File: src/rtl/cpu_out_uart_tx.sv
// Queues CPUOut words from the core and shifts each one out on TxD as four
// UART byte frames, LSB byte first. Define CPU_OUT_UART_PARITY_EN for 8E1 frames.
//
// state    | meaning
// ---------+------------------------------------------------------------
// S_IDLE   | line high; pops the FIFO head when a word is queued
// S_START  | start bit (low) for one bit time
// S_DATA   | eight data bits of the current byte, LSB first
// S_PARITY | even parity of the current byte (parity builds only)
// S_STOP   | stop bit (high); next byte of the word or back to idle
module cpu_out_uart_tx #(
  parameter int DEPTH        = 4,
  parameter int CLKS_PER_BIT = 4
) (
  input  logic                         CLK,
  input  logic                         ResetN,
  input  logic [31:0]                  CPUOut,
  input  logic                         OutWrite,
  output logic                         TxD,
  output logic                         Busy,
  output logic                         Empty,
  output logic                         Full,
  output logic [$clog2(DEPTH+1)-1:0]   Count,
  output logic                         Overflow
);

  localparam int PW = $clog2(DEPTH);
  localparam int CW = $clog2(DEPTH + 1);
  localparam int TW = $clog2(CLKS_PER_BIT);

  localparam logic [CW-1:0] CNT_FULL   = CW'(DEPTH);
  localparam logic [TW-1:0] TIMER_LOAD = TW'(CLKS_PER_BIT - 1);

`ifdef CPU_OUT_UART_PARITY_EN
  typedef enum logic [2:0] {S_IDLE, S_START, S_DATA, S_PARITY, S_STOP} state_t;
`else
  typedef enum logic [2:0] {S_IDLE, S_START, S_DATA, S_STOP} state_t;
`endif

  state_t          state_q;
  logic            txd_q;
  logic            busy_q;
  logic [TW-1:0]   timer_q;
  logic [2:0]      bit_idx_q;
  logic [1:0]      byte_idx_q;
  logic [31:0]     shift_q;

  logic [31:0]     mem_q [DEPTH];
  logic [PW-1:0]   wr_ptr_q, wr_ptr_d;
  logic [PW-1:0]   rd_ptr_q, rd_ptr_d;
  logic [CW-1:0]   count_q, count_d;
  logic            empty_q, full_q;
  logic            overflow_q, overflow_d;

  logic            push, pop;
  logic [7:0]      cur_byte;
  logic [2:0]      bit_nxt;

  // A full FIFO still accepts a write when the idle serializer frees a slot on the same edge.
  assign pop      = (state_q == S_IDLE) && !empty_q;
  assign push     = OutWrite && (!full_q || pop);
  assign cur_byte = shift_q[7:0];
  assign bit_nxt  = bit_idx_q + 3'd1;

  always_comb begin
    wr_ptr_d   = wr_ptr_q;
    rd_ptr_d   = rd_ptr_q;
    count_d    = count_q;
    overflow_d = overflow_q | (OutWrite & ~push);
    if (push) wr_ptr_d = wr_ptr_q + PW'(1);
    if (pop)  rd_ptr_d = rd_ptr_q + PW'(1);
    case ({push, pop})
      2'b10:   count_d = count_q + CW'(1);
      2'b01:   count_d = count_q - CW'(1);
      default: count_d = count_q;
    endcase
  end

  always_ff @(posedge CLK or negedge ResetN) begin
    if (!ResetN) begin
      wr_ptr_q   <= '0;
      rd_ptr_q   <= '0;
      count_q    <= '0;
      empty_q    <= 1'b1;
      full_q     <= 1'b0;
      overflow_q <= 1'b0;
    end else begin
      wr_ptr_q   <= wr_ptr_d;
      rd_ptr_q   <= rd_ptr_d;
      count_q    <= count_d;
      empty_q    <= (count_d == '0);
      full_q     <= (count_d == CNT_FULL);
      overflow_q <= overflow_d;
    end
  end

  // Storage needs no reset: the pointers and count define which entries are live.
  always_ff @(posedge CLK) begin
    if (push) mem_q[wr_ptr_q] <= CPUOut;
  end

  always_ff @(posedge CLK or negedge ResetN) begin
    if (!ResetN) begin
      state_q    <= S_IDLE;
      txd_q      <= 1'b1;
      busy_q     <= 1'b0;
      timer_q    <= '0;
      bit_idx_q  <= '0;
      byte_idx_q <= '0;
      shift_q    <= '0;
    end else begin
      case (state_q)
        S_IDLE: begin
          txd_q <= 1'b1;
          if (pop) begin
            shift_q    <= mem_q[rd_ptr_q];
            byte_idx_q <= '0;
            bit_idx_q  <= '0;
            timer_q    <= TIMER_LOAD;
            txd_q      <= 1'b0;
            busy_q     <= 1'b1;
            state_q    <= S_START;
          end
        end

        S_START: begin
          if (timer_q == '0) begin
            timer_q   <= TIMER_LOAD;
            bit_idx_q <= '0;
            txd_q     <= cur_byte[0];
            state_q   <= S_DATA;
          end else begin
            timer_q <= timer_q - TW'(1);
          end
        end

        S_DATA: begin
          if (timer_q == '0) begin
            timer_q <= TIMER_LOAD;
            if (bit_idx_q == 3'd7) begin
`ifdef CPU_OUT_UART_PARITY_EN
              txd_q   <= ^cur_byte;
              state_q <= S_PARITY;
`else
              txd_q   <= 1'b1;
              state_q <= S_STOP;
`endif
            end else begin
              bit_idx_q <= bit_nxt;
              txd_q     <= cur_byte[bit_nxt];
            end
          end else begin
            timer_q <= timer_q - TW'(1);
          end
        end

`ifdef CPU_OUT_UART_PARITY_EN
        S_PARITY: begin
          if (timer_q == '0) begin
            timer_q <= TIMER_LOAD;
            txd_q   <= 1'b1;
            state_q <= S_STOP;
          end else begin
            timer_q <= timer_q - TW'(1);
          end
        end
`endif

        S_STOP: begin
          if (timer_q == '0) begin
            if (byte_idx_q != 2'd3) begin
              byte_idx_q <= byte_idx_q + 2'd1;
              shift_q    <= {8'h00, shift_q[31:8]};
              timer_q    <= TIMER_LOAD;
              txd_q      <= 1'b0;
              state_q    <= S_START;
            end else begin
              txd_q   <= 1'b1;
              busy_q  <= 1'b0;
              state_q <= S_IDLE;
            end
          end else begin
            timer_q <= timer_q - TW'(1);
          end
        end

        default: begin
          txd_q   <= 1'b1;
          busy_q  <= 1'b0;
          state_q <= S_IDLE;
        end
      endcase
    end
  end

  assign TxD      = txd_q;
  assign Busy     = busy_q;
  assign Empty    = empty_q;
  assign Full     = full_q;
  assign Count    = count_q;
  assign Overflow = overflow_q;

endmodule
File: config.mk
export PLATFORM = sky130hd
export DESIGN_NAME = cpu_out_uart_tx
export DESIGN_NICKNAME = d
export VERILOG_FILES = /design/src/rtl/cpu_out_uart_tx.sv
export SDC_FILE = /design/constraint.sdc
export NUM_CORES = 1
export LEC_CHECK = 0
export BUFFER_PORTS_ARGS = -buffer_cell sky130_fd_sc_hd__buf_2
export CELL_PAD_IN_SITES_DETAIL_PLACEMENT = 0
export CELL_PAD_IN_SITES_GLOBAL_PLACEMENT = 1
export CORE_MARGIN = 8
export CORE_UTILIZATION = 50
export DETAILED_ROUTE_END_ITERATION = 12
export PLACE_DENSITY_LB_ADDON = 0.1
export SLEW_MARGIN = 20
export SYNTH_ARGS = -nofsm -noshare
export SYNTH_HDL_FRONTEND = slang
export SYNTH_SLANG_ARGS = --single-unit
File: constraint.sdc
create_clock -name CLK -period 3.6 [get_ports CLK]
set_input_delay 0.36 -clock CLK [delete_from_list [all_inputs] [get_ports CLK]]
set_output_delay 0.36 -clock CLK [all_outputs]
set_load 0.01 [all_outputs]
==> results.env, run 1 <==
RESULT_OF_THE_RUN='completed'
NETLIST_TOP_CELLS_AREA='edfxtp_1 (52%), dfrtp_1 (17%), mux4_2 (8.9%), mux2i_1 (4.1%), ha_1 (2.5%)'
WORST_HOLD_SLACK_NS=0.08674
SYNTH_TOP_FAMILY_BY_AREA='multiplexers'
HOLD_VIOL_FINAL=0
CRIT_TYPE='register to register'
CLOCK_LATENCY_NS=0.43
NUMPORTBUFFERS=42
HTREEDEPTH=4
FIN_TNS_SETUP_NS=0
TRITONCTS_CLOCK_TREE='built'
FIRSTDRTPASSITERS=4
SYNTH.NET_COUNT=480
SYNTHMUXAREASHARE_PCT=15.13
IO_PINS=43
MIN_PERIOD_NS=2.962
CTS.REPORTEDPATHS.CLKPINSLEW_NS=0.07
NORMALIZED_MAX_SLEW_MARGIN_PCT=35.42
WORSTSETUPSTARTPOINTTYPE='register'
WORST-ENDPOINT-REQUIRED_NS=3.95
WORST_EP_ARRIVAL_TIME_NS=3.32
POSTCTSHOLDBUFS=0
DRT_ITER0_MARKERS=189
GLOBAL_ROUTE_WIRE_LENGTH_BEFORE_REPAIR_MM=21.05
DIE_AREA_UM2=18880
ANTENNA_FOUND_INITIAL=0
ANTENNA_VIOLATING_NETS_POST_ROUTE=0
YOSYS.AREA_SHARE.SIMPLE_PCT=5.094
DIODES=0
LEAKAGEPOWER_nW=3.303
YOSYSSEQAREASHARE_PCT=70.20
POST-CTS-SETUP-BUFFER-COUNT=0
SYNTH_ENABLE_FLOP_CELLS=128
TIMING.FINAL.WS_SETUP_NS=0.6381
ROW_COUNT=44
SYNTHDISTINCTLIBCELLS=43
ROUTED_WIRE_LENGTH_PER_INSTANCE_UM=19.24
CLOCK_TREE.ROOT_CELL='clkbuf_16'
RSZ0062_AT_GRT='false'
DESIGN.FINAL.NETS=530
PWR-SHARE-SEQ_PCT=42.0
SYNTH_AREA_LEADER_CELL='edfxtp_1'
POST-ROUTE-DRC-COUNT=0
SYNTH.AVG_CELL_AREA_UM2=17.18
GLOBALROUTETOTALUTIL_PCT=15.11
YOSYS_REGISTER_BITS=181
PLACEABLECOREAREA_UM2=14480
SWITCHINGPOWER_mW=2.401
SYNTH.MOST_COMMON_CELL='edfxtp_1'
SHARE_OF_CELLS_ABOVE_DRIVE_STRENGTH_1_PCT=25.61
WORST-SLEW-PIN-TRANSITION_NS=0.9687
VIA_COUNT=3674
SETUP.WORST_PATH.END_CLASS='register'
CTS_MAX_PATH_BUFFERS=2
YOSYS.AREA_SHARE.ADDER_PCT=2.819
MAX_CAP_VIOL_COUNT=0
FIRST_GLOBAL_VIAS=3905
SYNTH_TOP_CELLS_BY_COUNT='edfxtp_1 (128), dfrtp_1 (51), nand2_1 (50)'
SYNTH_XOR_AREA_SHARE_PCT=0.7132
POST_SYNTH_INSTANCE_AREA_UM2=7368
INT_POWER_mW=5.300
DETAILED_PLACER_S_ENDING_HPWL_MM=7.917
SYNTH_FF_TYPE='edfxtp_1'
FP.DIEW_UM=137.4
FINAL_CORE_UTIL_PCT=58.31
SYNTH_COMPOUND_GATE_AREA_SHARE_PCT=3.634
FLOORPLAN.DIE.HEIGHT_UM=137.4
POSTROUTEWIRELENGTH_MM=13.01
FLOORPLAN.INITIALDENSITY_PCT=50.89
SYNTH_CELLS=429
WORST_VOLTAGE_DROP_ACROSS_THE_VDD_GRID_mV=0.4017
CLOCK-SKEW-FINAL_NS=0.006409
PERIOD_SHARE_PCT=82.28
CLOCKPOWERSHARE_PCT=27.6
AREA_OF_THE_MULTI_INPUT_GATES_UM2=2029
SETUP_VIOL=0
POWER.SHARE.COMBINATIONAL_PCT=30.5
SYNTH_TOP_AREA_SHARE_PCT=52.17
POWER.SWITCHING_FRACTION_PCT=31.18
VIAS_PER_CELL=5.435
P_PER_AREA_nW_PER_UM2=912.1
ASYNC_RESET_FF_SHARE_PCT=29.28
WORST-PATH-MAX-FANOUT=7
CTS_SINKS=181
PLACE_WORST_SETUP_SLACK_NS=0.6016
PLACE.GP.CONGESTION=0.7373
MAX_FREQ_GHz=0.3376
NUMBER_OF_PINS_EXCEEDING_THEIR_MAX_SLEW_LIMIT_IN_THE_FINAL_REPORT=0
PIN_COUNT_OF_THE_BIGGEST_NET_ENTERING_GLOBAL_ROUTING=65
FILLERINSTANCES=1119
GRT_OVERFLOW_TOTAL=0
SYNTH_WARNINGS=0
SEQCELLAREA_UM2=5175
AREA_GROWTH_PCT=14.59
CTS_INSERTED_BUFFERS=17
CTS_RESIZED=0
HP-CLASS='primary input to async pin'
[worst max-delay path: stages (launching register included)]
cell      delay (ns)
dfrtp_1         0.41
inv_1           0.13
ha_1            0.35
nand2b_1        0.21
nand2_1         0.17
and2_1          0.20
inv_1           0.06
ha_1            0.23
fa_1            0.44
mux2_2          0.28
or2_2           0.31
nor2b_1         0.11
[registers in the layout, indices dropped and copies added (netlist names), 2 cells and up]
signal and flops:
mem_q 128, shift_q 32, Count 3, bit_idx_q 3, byte_idx_q 2, rd_ptr_q 2
state_q 2, timer_q 2, wr_ptr_q 2
[layout make-up]
cell class | instances | share of cell area [%]
Sequential cell | 181 | 61.29
Multi-Input combinational cell | 219 | 24.04
Clock buffer | 19 | 5.246
Timing Repair Buffer | 50 | 3.349
Clock inverter | 13 | 2.905
Tap cell | 184 | 2.727
Inverter | 10 | 0.4446
[kinds of logic (layout without fill, tap and decap cells)]
| logic type | after synthesis | after routing |
|---|---|---|
| adder cells (fa/ha/maj) | 16 | 16 |
| XOR/XNOR | 6 | 6 |
| flip-flops | 181 | 181 |
| AND/OR/NAND/NOR | 83 | 83 |
| AO/OA/AOI/OAI | 46 | 46 |
| buffers and inverters | 29 | 92 |
| multiplexers | 68 | 68 |
[routing by layer]
metal  wire (µm)  up-vias  track usage, %
met4         144        0           5.613
li1            -     1734               -
met3         375       12           4.486
met1        5796     1885           18.32
met2        6688       43           25.09
met5           0        -               0
[stage by stage]
step	instances	instance area, µm²	power [mW]
after CTS	676	8443	7.823
after global placement	644	7755	5.616
after global routing	676	8443	8.167
after detailed placement	644	7755	5.682
after floorplan	429	7368	5.080
final	676	8443	7.701
[worst paths after layout]
path                            startpoint           end  slack, ns  cells after the start
worst max register to register  state_q[0]          Full       0.64                     11
worst min-delay path                ResetN   shift_q[12]       0.09                      1
worst max-delay path            state_q[0]          Full       0.64                     11
min in group CLK                CPUOut[30]  mem_q[2][30]       0.14                      1
max in group asynchronous           ResetN           TxD       2.69                      2
worst min register to register    Overflow      Overflow       0.46                      1
[cells in the final DEF, fill, tap and decap left out, drive strengths merged, types with 2 or more instances in the layout]
master	Yosys	layout
buf	17	50
clkinv	0	3
nor3	4	4
nor2b	3	3
mux2i	30	30
and3	5	5
bufinv	0	6
edfxtp	128	128
nor2	6	6
nand3b	2	2
clkbuf	2	19
nand3	3	3
or2	2	2
nand2	51	51
dfstp	2	2
xnor2	5	5
ha	15	15
nand2b	5	5
a22o	2	2
mux2	5	5
dfrtp	51	51
inv	10	13
mux4	33	33
o21ai	35	35
[power by group through the flow]
stage                     clock, mW  combinational [mW]  sequential [mW]
after floorplan                   0                2.00             3.08
after global placement            0                2.36             3.26
after detailed placement          0                2.39             3.29
after CTS                      2.17                2.41             3.25
after global routing           2.24                2.62             3.31
final                          2.12                2.35             3.23
(Power assumes the default switching activity.)
==> run 2, diff against run 1 <==
==> constraint.sdc (replaced) <==
create_clock -name CLK -period 2.91 [get_ports CLK]
set_input_delay 0.291 -clock CLK [delete_from_list [all_inputs] [get_ports CLK]]
set_output_delay 0.291 -clock CLK [all_outputs]
set_load 0.01 [all_outputs]
==> run 2 against run 1 <==
Net effect:
- setup slack lost 0.37 ns
- critical path type unchanged
- clock power increased by 3%
- critical path depth did not move
- total power up 19%
- highest routed layer unchanged
==> results.env, run 2 (synthesis gave the netlist of run 1 again) <==
FINAL_CELL_MIX='edfxtp_1 (128), dfrtp_1 (50), nand2_1 (49), buf_2 (42), mux2i_1 (30)'
ROW_COUNT=44  # unchanged
GRT_OVERFLOW_TOTAL=0  # unchanged
RESULT_OF_THE_RUN='completed'
SETUP.WORST_PATH.END_CLASS='register'
FIRST_GLOBAL_VIAS=3856  # -1.3%
MAX_CAP_VIOL_COUNT=0  # unchanged
CLOCK_LATENCY_NS=0.42  # about the same
ANTENNA_FOUND_INITIAL=0  # unchanged
WORST_VOLTAGE_DROP_ACROSS_THE_VDD_GRID_mV=0.6466  # +61%
CP_SLOWEST_CELL='fa_1'
POSTROUTEWIRELENGTH_MM=12.72  # -2.2%
CTS_INSERTED_BUFFERS=17  # unchanged
FILLERINSTANCES=1148  # +2.6%
POST-ROUTE-DRC-COUNT=0  # unchanged
HTREEDEPTH=4  # unchanged
FIRSTDRTPASSITERS=4  # unchanged
WORSTSETUPSTARTPOINTTYPE='register'
CRITICAL_PATH_CELL_COUNT=11  # unchanged
HOLD_WC_STARTPOINT='CPUOut[20]'
NUMPORTBUFFERS=42  # unchanged
CTS_MAX_PATH_BUFFERS=2  # unchanged
WORST_PATH_LARGEST_CELL_DELAY_NS=0.43  # about the same
PIN_COUNT_OF_THE_BIGGEST_NET_ENTERING_GLOBAL_ROUTING=40  # -38%
TIMING.CRITICAL_PATH.CELLS='inv_1 -> ha_1 -> nand2b_2 -> nand2_2 -> and2_1 -> inv_1 -> ha_1 -> fa_1 -> mux2_2 -> or2_2 -> nor2b_1'
MAX_FREQ_GHz=0.3779  # +12%
SHARE_OF_CELLS_ABOVE_DRIVE_STRENGTH_1_PCT=25.85  # +0.24 points
CTS_SINKS=181  # unchanged
HP-CLASS='primary input to register'
CLOCK-SKEW-FINAL_NS=0.006061  # -0.0003470 ns
IO_PINS=43  # unchanged
FLOORPLAN.INITIALDENSITY_PCT=50.89  # unchanged
LARGEST_REGISTERS='mem_q: 128 flops, shift_q: 32 flops'
CP.BUFFERS_INVERTERS=2  # unchanged
LARGEST_REGISTER_FFS=128  # unchanged
REG2REG_DEPTH=11  # unchanged
CRIT_TYPE='register to register'
RSZ0062_AT_GRT='false'
WORST_HOLD_SLACK_NS=0.08111  # -0.005632 ns
LEAKAGEPOWER_nW=3.274  # -0.86%
DRT_ITER0_MARKERS=190  # +0.53%
ANTENNA_VIOLATING_NETS_POST_ROUTE=0  # unchanged
PLACE_WORST_SETUP_SLACK_NS=0.1843  # -0.4172 ns
ROUTED_WIRE_LENGTH_PER_INSTANCE_UM=18.63  # -3.2%
NORMALIZED_MAX_SLEW_MARGIN_PCT=48.18  # +13 points
TIMING.FINAL.WS_SETUP_NS=0.2638  # -0.3743 ns
NUMBER_OF_PINS_EXCEEDING_THEIR_MAX_SLEW_LIMIT_IN_THE_FINAL_REPORT=0  # unchanged
WORST-ENDPOINT-REQUIRED_NS=3.26  # -0.69 ns
WHS_PATH_DEPTH=1
R2R_START='state_q[0]'
GLOBAL_ROUTE_WIRE_LENGTH_BEFORE_REPAIR_MM=20.56  # -2.4%
DETAILED_PLACER_S_ENDING_HPWL_MM=8.264  # +4.4%
WORST_EP_ARRIVAL_TIME_NS=3.00  # -0.32 ns
MIN_PERIOD_NS=2.646  # -0.3157 ns
WORST_PATH_DOMINANT_CELL_FAMILY='simple AND/OR/NAND/NOR gates'
FIN_TNS_SETUP_NS=0  # unchanged
CRITPATHLAUNCH='state_q[0]'
MOST_FREQUENT_STANDARD_CELL_IN_THE_LAYOUT_EXCLUDING_FILL_AND_TAP_CELLS='edfxtp_1'
PLACEABLECOREAREA_UM2=14480  # unchanged
GLOBALROUTETOTALUTIL_PCT=14.69  # -0.43 points
FLOORPLAN.DIE.HEIGHT_UM=137.4  # unchanged
AREA_GROWTH_PCT=13.92
TRITONCTS_CLOCK_TREE='built'
PERIOD_SHARE_PCT=90.93  # +8.7 points
SETUP_VIOL=0  # unchanged
DIE_AREA_UM2=18880  # unchanged
VIA_COUNT=3677  # +0.082%
POST-CTS-SETUP-BUFFER-COUNT=0  # unchanged
DIODES=0  # unchanged
CLOCK_TREE.ROOT_CELL='clkbuf_16'
TOP_REGISTER='mem_q'
WORST-PATH-MAX-FANOUT=5  # -2
P_PER_AREA_nW_PER_UM2=1095  # +20%
DESIGN.FINAL.NETS=537  # +1.3%
PLACE.GP.CONGESTION=0.7350  # -0.31%
VIAS_PER_CELL=5.384  # -0.94%
CTS.REPORTEDPATHS.CLKPINSLEW_NS=0.06  # about the same
WORST-SLEW-PIN-TRANSITION_NS=0.7773  # -0.1914 ns
HOLD_VIOL_FINAL=0  # unchanged
FP.DIEW_UM=137.4  # unchanged
run 2: worst paths after layout:
path | to | slack (ns)
min in group asynchronous | shift_q[12] | 0.48
worst max register to register | Full | 0.26
worst min-delay path | mem_q[2][20] | 0.08
worst max-delay path | Full | 0.26
worst min register to register | Overflow | 0.46
max in group asynchronous | TxD | 1.66
run 2: repair_timing:
item,CTS,global route
resized for setup,0,2
hold buffers,1,0
hold endpoints to repair,28,0
setup endpoints to repair,0,2
run 2: per-layer routing:
metal	wire length, µm	vias to the layer above	global-route usage (%)
met3	371	11	4.230
met1	5565	1868	17.77
met4	168	0	4.707
met2	6618	44	24.84
li1	-	1754	-
met5	0	-	0
run 2: cell type report:
| type | instances | area, µm² | share of cell area, % |
|---|---|---|---|
| Sequential cell | 181 | 5174 | 61.63 |
| Multi-Input combinational cell | 219 | 2034 | 24.24 |
| Clock inverter | 11 | 127.6 | 1.520 |
| Inverter | 10 | 37.54 | 0.4472 |
| Timing Repair Buffer | 57 | 350.3 | 4.173 |
| Clock buffer | 21 | 440.4 | 5.247 |
| Tap cell | 184 | 230.2 | 2.743 |
run 2: power breakdown:
| part | internal [mW] | switching (mW) |
|---|---|---|
| Sequential | 3.53 | 0.306 |
| Clock | 1.27 | 0.923 |
| Combinational | 1.44 | 1.72 |
| Total | 6.24 | 2.94 |
run 2: metrics by stage:
stage	std cells	util (%)	power, mW	cell area (µm²)
floorplan	429	-	6.284	7368
global placement	650	53.95	7.047	7811
detailed placement	650	53.95	7.122	7811
CTS	683	57.94	9.329	8389
global route	683	57.98	9.770	8394
finish	683	57.98	9.190	8394
